### src/rtl/serial_sub_ctrl.sv
// Bit-serial subtractor: one full-subtractor cell, LSB first, one bit per clock.
// IDLE -> SUB (WIDTH bit steps) -> DONE (one-cycle pulse) -> IDLE.

module serial_sub_cell (
  input  logic x,
  input  logic y,
  input  logic c,
  output logic d,
  output logic bo
);
  assign d  = x ^ y ^ c;
  assign bo = (~x & y) | (~(x ^ y) & c);
endmodule

module serial_sub_ctrl #(
  parameter int WIDTH = 8
) (
  input  logic             clk,
  input  logic             rst_n,
  input  logic             start,
  input  logic             abort,
  input  logic [WIDTH-1:0] a,
  input  logic [WIDTH-1:0] b,
  input  logic             bin,
  output logic             busy,
  output logic             done,
  output logic [WIDTH-1:0] diff,
  output logic             bout,
  output logic             zero
);
  localparam int CW = (WIDTH > 2) ? $clog2(WIDTH) : 1;
  localparam logic [CW-1:0] LAST = CW'(WIDTH - 1);

  typedef enum logic [1:0] {IDLE, SUB, DONE} state_t;

  state_t           state;
  logic [WIDTH-1:0] sa, sb, sr;
  logic             br;
  logic [CW-1:0]    cnt;

  logic             d, bo;
  logic [WIDTH-1:0] nsr;

  serial_sub_cell u_cell (
    .x (sa[0]),
    .y (sb[0]),
    .c (br),
    .d (d),
    .bo(bo)
  );

  // sr fills from the top, so after WIDTH steps bit 0 holds the first (LSB) result
  assign nsr = {d, sr[WIDTH-1:1]};

  always_ff @(posedge clk) begin
    if (!rst_n) begin
      state <= IDLE;
      sa    <= '0;
      sb    <= '0;
      sr    <= '0;
      br    <= 1'b0;
      cnt   <= '0;
      diff  <= '0;
      bout  <= 1'b0;
      zero  <= 1'b0;
    end else begin
      case (state)
        IDLE: if (start) begin
          sa    <= a;
          sb    <= b;
          br    <= bin;
          cnt   <= '0;
          state <= SUB;
        end
        SUB: if (abort) begin
          state <= IDLE;
        end else begin
          sr <= nsr;
          sa <= {1'b0, sa[WIDTH-1:1]};
          sb <= {1'b0, sb[WIDTH-1:1]};
          br <= bo;
          if (cnt == LAST) begin
            // counter parks at LAST; it is reloaded on the next accepted start
            diff  <= nsr;
            bout  <= bo;
            zero  <= (nsr == '0);
            state <= DONE;
          end else begin
            cnt <= cnt + 1'b1;
          end
        end
        DONE:    state <= IDLE;
        default: state <= IDLE;
      endcase
    end
  end

  assign busy = (state == SUB);
  assign done = (state == DONE);
endmodule

### config.mk
export PLATFORM = sky130hd
export DESIGN_NAME = serial_sub_ctrl
export DESIGN_NICKNAME = d
export VERILOG_FILES = /design/src/rtl/serial_sub_ctrl.sv
export SDC_FILE = /design/constraint.sdc
export NUM_CORES = 1
export LEC_CHECK = 0
export ABC_CLOCK_PERIOD_IN_PS = 4300
export CAP_MARGIN = 25
export CORE_UTILIZATION = 35
export CTS_CLUSTER_SIZE = 16
export DETAILED_ROUTE_END_ITERATION = 6
export MAX_ROUTING_LAYER = met4
export PLACE_DENSITY = 0.63
export SYNTH_ARGS = -nofsm -noshare
export SYNTH_HDL_FRONTEND = slang
export SYNTH_SLANG_ARGS = --single-unit
### constraint.sdc
create_clock -name clk -period 4.3 [get_ports clk]
set_input_delay 0.43 -clock clk [delete_from_list [all_inputs] [get_ports clk]]
set_output_delay 0.43 -clock clk [all_outputs]
set_load 0.01 [all_outputs]
==> summary.md, run 1 <==
| Metric | Value |
|---|---|
| R2R depth | `3` |
| Synth top cells by count | `39 x dfxtp_1, 25 x nand2_1, 14 x o21a_1` |
| Number of port buffers | `32` |
| ANT nets after route | `0` |
| Resized cells post-CTS | `0` |
| Die height | `70.5 µm` |
| TritonRoute pass-1 iters | `6` |
| Setup violators final | `0` |
| Failing checks | `DRC` |
| Std-Cell Rows | `24` |
| Total GRT Usage | `16.1%` |
| Relative slew slack | `58.9%` |
| Clk_skew | `0.00567 ns` |
| Pint | `0.541 mW` |
| Setup tns final | `0 ns` |
| Total CTS buffers | `5` |
| Core box area | `4440 µm²` |
| Synth Warn # | `0` |
| Sw frac | `24.0%` |
| Synth unique cells | `31` |
| Avg WL per Cell | `14.3 µm` |
| Clock power share | `33.4%` |
| Sequential share of power | `54.5%` |
| Fillers | `431` |
| Synth-to-layout area growth | `24.6%` |
| R2R setup slack | `2.61 ns` |
| #FFs+latches synth | `39` |
| Min cycle time layout | `1.87 ns` |
| First-pass GRT wire length | `5950 µm` |
| # DRC | `8` |
| Post-Layout Cell Count | `239` |
| F_max | `0.534 GHz` |
| Critical path peak fanout | `22` |
| Detail Placement HPWL | `2240 µm` |
| Die area | `4960 µm²` |
| Vias per inst | `5.23` |
| MaxCap Viol Count | `0` |
| Slew Limit Fails | `0` |
| Synth area leaders | `dfxtp_1 48%, o21a_1 6.4%, nand2_1 5.7%` |
| Slew of the pin with the lowest slew margin | `0.617 ns` |
| Syn Inst Count | `157` |
| Worst Setup Path Type | `input port to register` |
| Hold slack | `0.466 ns` |
| Initial DRC count | `70` |
| RSZ-0062 raised after global routing | `false` |
| Maximum number of pins on one net before global-route repair | `46` |
| Hold Buf Count CTS | `0` |
| Worst hold path class | `register to register` |
| Gate power share | `12.1%` |
| Total congestion overflow | `0` |
| Clock latency on the worst-skew pair | `0.29 ns` |
| Vias in the first global route | `1257` |
| CP Capture Type | `register` |
| Diode count | `0` |
| Leak | `0.722 nW` |
| Via count | `1251` |
| PwrDens | `348 nW/µm²` |
| Die Width | `70.5 µm` |
| DP Area | `1960 µm²` |
| Switching power | `0.171 mW` |
| Gpl congestion | `0.730` |
| Worst-path clk slew | `0.07 ns` |
| Critical Path Start Type | `input port` |
| Post-synth EDFFs | `0` |
| Sequential-to-total area share from yosys stat | `47.6%` |
| Routed WL | `3410 µm` |
| CTS tree | `built` |
| Final hold violations | `0` |
| Depth of the CTS H-tree | `2` |
| Yosys top cell area share | `47.6%` |
| Top cell type by total area after synthesis | `dfxtp_1` |
| Post-Layout Inst Area | `2040 µm²` |
| VDD IR max | `0.214 mV` |
| Placed insts | `231` |
| Max clock buf depth | `2` |
| Initial Util | `36.9%` |
| Ys flop type | `dfxtp_1` |
| Layout cells sized above 1 | `10.2%` |
| Crit path DAT | `2.04 ns` |
| Critical Path RT | `4.46 ns` |
| Async SR Flop Fraction | `0%` |
| Worst Hold Launch | `zero$_SDFFE_PN0P_` |
| Syn_nets | `181` |
| Num ports | `33` |
| Worst R2R End | `state[0]$_SDFFE_PN0P_` |
| Most common cell in the synthesized netlist | `dfxtp_1` |
| Initial antenna violation count | `0` |
| Cell count of the worst hold path | `2` |
| Hold endpoint | `zero$_SDFFE_PN0P_` |
| Fin nets | `210` |
| Status | `complete, but fails checks` |
| Post-CTS setup buffer count | `0` |
| Syn_area_per_cell | `10.4 µm²` |
| Final period utilization | `43.6%` |
| Sink Count | `39` |
| Syn Std Cell Area | `1640 µm²` |
| Root buffer cell | `clkbuf_8` |
| Reg-to-reg startpoint | `state[1]$_SDFFE_PN0P_` |
[area by class of cell]
cell class                      instances  area [µm²]  area share [%]
Timing Repair Buffer                   34         335            16.4
Multi-Input combinational cell        104         773            37.8
Sequential cell                        39         781            38.2
Clock buffer                            7        76.3            3.74
Inverter                                2        7.51           0.367
Clock inverter                          1        5.00           0.245
Tap cell                               52        65.1            3.18
[per-stage QoR]
stage          total power, mW  setup WS, ns  util, %
2_1_floorplan            0.452          2.81        -
3_5_place_dp             0.483          2.10     44.1
4_1_cts                  0.719          2.41     46.0
5_1_grt                  0.753          2.32     46.0
3_3_place_gp             0.479          2.19     44.1
6_report                 0.711          2.43     46.0
[registers in the layout (all words and copies together), names as in the netlist]
name and flops:
zero 1, sa 8, cnt 3, sb 8, state 2, bout 1
diff 8, sr 7, br 1
[per-layer routing]
metal	up-vias	routed length, µm	track usage (%)
met5	-	0	-
met1	600	1570	17.8
met3	5	187	6.20
met2	27	1610	25.7
li1	619	-	-
met4	0	42	7.03
[power groups by stage]
stage	Sequential, mW	Clock, mW	Combinational [mW]
final	0.388	0.238	0.0858
after CTS	0.388	0.243	0.0875
after global routing	0.391	0.268	0.0945
after detailed placement	0.397	0	0.0865
after global placement	0.396	0	0.0833
after floorplan	0.394	0	0.0582
[how the worst max path moves through the flow]
stage	from	to	cells after the start
2_1_floorplan	cnt[0]$_SDFFE_PN0P_	bout$_SDFFE_PN0P_	6
3_3_place_gp	start	sa[0]$_SDFFE_PN0P_	4
3_5_place_dp	abort	cnt[1]$_SDFFE_PN0P_	4
4_1_cts	abort	cnt[1]$_SDFFE_PN0P_	4
5_1_grt	start	state[0]$_SDFFE_PN0P_	4
6_report	abort	cnt[1]$_SDFFE_PN0P_	4
[critical path, stage by stage]
cell and delay, ns:
clkdlybuf4s50_1 0.48, or3b_4 0.54, o21ai_0 0.41, o22ai_1 0.17
[cell families (layout without fill, tap and decap cells)]
group           Yosys count  in the layout  synth area share, %
fa+ha+maj                 3              3                 2.75
buf+inv                  14             44                 5.26
compound gates           46             46                 24.3
flops                    39             39                 47.6
mux                       8              8                 4.88
simple gates             47             47                 15.3
[placed cells by master (no fill, tap or decap), types with 5 or more instances in the layout]
cell type	n
o22ai_1	5
dfxtp_1	39
o221a_1	7
nor2b_1	9
clkdlybuf4s50_1	32
a21boi_0	7
o221a_2	7
o21a_1	14
nand2_1	25
clkbuf_8	5
mux2i_1	8
No activity file was read; power rests on OpenSTA's default activity.
==> run 2, diff against run 1 <==
- ABC_CLOCK_PERIOD_IN_PS: 4300 -> 1600
- PLACE_DENSITY: 0.63 -> 0.65
- clock period: 4.3 -> 1.6 ns (I/O delays scaled with it)
==> summary.md, run 2 (synthesized netlist as in run 1, its figures left out) <==
| Metric | Value |
|---|---|
| Crit path DAT | `1.37 ns (-0.67 ns)` |
| Critical Path Start Type | `register` |
| Leak | `0.778 nW (+7.8%)` |
| Final period utilization | `95.9%` |
| Number of port buffers | `32 (unchanged)` |
| Clock latency on the worst-skew pair | `0.29 ns (about the same)` |
| Layout cells sized above 1 | `15.6% (+5.5 points)` |
| Depth of the CTS H-tree | `2 (unchanged)` |
| Sink Count | `39 (unchanged)` |
| Initial antenna violation count | `0 (unchanged)` |
| Worst path max stage delay | `0.53 ns (about the same)` |
| Worst-path clk slew | `0.07 ns (about the same)` |
| F_max | `0.652 GHz` |
| Worst Setup Path Type | `register to output pin` |
| Final hold violations | `0 (unchanged)` |
| Vias in the first global route | `1287 (+2.4%)` |
| Overall power | `1.96 mW (+180%)` |
| Met2 WL | `1710 µm (+6.2%)` |
| Gpl congestion | `0.709 (-2.9%)` |
| Failing checks | `DRC` |
| Detail Placement HPWL | `2350 µm (+5.0%)` |
| Relative slew slack | `81.2% (+22 points)` |
| Initial Util | `36.9% (unchanged)` |
| Worst hold path class | `input port to register` |
| Slew Limit Fails | `0 (unchanged)` |
| First-pass GRT wire length | `6080 µm (+2.2%)` |
| Crit-path cells | `and2b_1 > clkdlybuf4s50_1` |
| Routed WL | `3640 µm (+6.8%)` |
| Clk_skew | `0.00459 ns (-0.00108 ns)` |
| Total GRT Usage | `16.3% (+0.22 points)` |
| Critical path peak fanout | `8 (-64%)` |
| VDD IR max | `0.445 mV (+110%)` |
| Fin nets | `216 (+2.9%)` |
| Top sig layer | `met4` |
| Post-Route Utilization | `48.0% (+2.0 points)` |
| Status | `complete, but fails checks` |
| Min cycle time layout | `1.53 ns` |
| Setup violators final | `0 (unchanged)` |
| Synth-to-layout area growth | `30.0%` |
| Critical Path RT | `1.44 ns (-3.02 ns)` |
| Final setup margin | `0.0653 ns (-2.36 ns)` |
| CTS tree | `built` |
| Std-Cell Rows | `24 (unchanged)` |
| Root buffer cell | `clkbuf_8` |
| TritonRoute pass-1 iters | `6 (unchanged)` |
| Via count | `1276 (+2.0%)` |
| Avg WL per Cell | `14.9 µm (+4.6%)` |
| RSZ-0062 raised after global routing | `false` |
| Core box area | `4440 µm² (unchanged)` |
| Total CTS buffers | `5 (unchanged)` |
| Commonest non-fill, non-tap cell in the layout | `dfxtp_1` |
| Top Registers | `diff: 8 flops, sa: 8 flops, sb: 8 flops` |
| Die Width | `70.5 µm (unchanged)` |
| PwrDens | `920 nW/µm² (+160%)` |
| Fillers | `432 (+0.23%)` |
| Die area | `4960 µm² (unchanged)` |
| M1 wire length | `1700 µm (+8.4%)` |
| Num ports | `33 (unchanged)` |
| # DRC | `10 (+2)` |
| MaxCap Viol Count | `0 (unchanged)` |
| Initial DRC count | `57 (-19%)` |
| Met3 Wirelength | `182 µm (-2.7%)` |
| Max clock buf depth | `2 (unchanged)` |
| Diode count | `0 (unchanged)` |
| Hold Buf Count CTS | `0 (unchanged)` |
| Most frequent cells in the layout | `37 x dfxtp_1, 31 x clkdlybuf4s50_1, 25 x nand2_1` |
| Vias per inst | `5.23 (about the same)` |
| Placement Setup Slack | `-0.238 ns (-2.34 ns)` |
| Crit-path slowest cell | `clkdlybuf4s50_1` |
| Die height | `70.5 µm (unchanged)` |
| ANT nets after route | `0 (unchanged)` |
| Maximum number of pins on one net before global-route repair | `46 (unchanged)` |
| CP Capture Type | `output pin` |
| Total congestion overflow | `0 (unchanged)` |
| Slew of the pin with the lowest slew margin | `0.280 ns (-0.337 ns)` |
-- run 2: timing repair --
action,CTS,global route
setup buffers,0,1
pin swaps,0,0
gates cloned,0,1
endpoints found under the setup margin,12,14
resized for setup,3,5
-- run 2: routing by layer --
layer | vias to the layer above | track usage, %
li1 | 641 | -
met1 | 598 | 18.7
met2 | 30 | 26.9
met3 | 7 | 5.19
met4 | 0 | 5.44
met5 | - | -
-- run 2: path summary, 6_finish.rpt --
path                                            start                 end  slack, ns  depth (start not counted)
worst max-delay path            state[1]$_SDFFE_PN0P_                busy       0.07                          2
worst min-delay path                             b[7]  sb[7]$_SDFFE_PN0P_       0.43                          3
worst max register to register    cnt[0]$_SDFFE_PN0P_   bout$_SDFFE_PN0P_       0.12                          5
worst min register to register     sa[5]$_SDFFE_PN0P_  sa[5]$_SDFFE_PN0P_       0.47                          1
-- run 2: critical path, delay by kind of cell, from the launching register on --
kind / cells / cell delay [ns]
buf+inv: 1 / 0.53
flops: 1 / 0.37
simple gates: 1 / 0.19
-- run 2: final cells by class --
type	count	area (µm²)	share of cell area, %
clock buffers	6	82.6	3.87
flip-flops and latches	39	786	36.9
well taps	52	65.1	3.05
inverters	2	7.51	0.352
repair buffers	39	388	18.2
clock inverters	1	5.00	0.235
multi-input cells	105	798	37.4
-- run 2: per-stage QoR --
step	hold slack (ns)	cell area, µm²	TNS [ns]	instances
floorplan	0.310	1640	0	157
global placement	0.450	2000	-1.21	235
detailed placement	0.452	2000	-2.71	235
CTS	0.429	2100	0	242
global route	0.453	2130	0	244
finish	0.433	2130	0	244
-- run 2: power breakdown --
part           switching (mW)  internal [mW]  total, mW
logic                   0.106          0.144      0.250
registers              0.0285           1.02       1.04
clock network           0.329          0.338      0.667
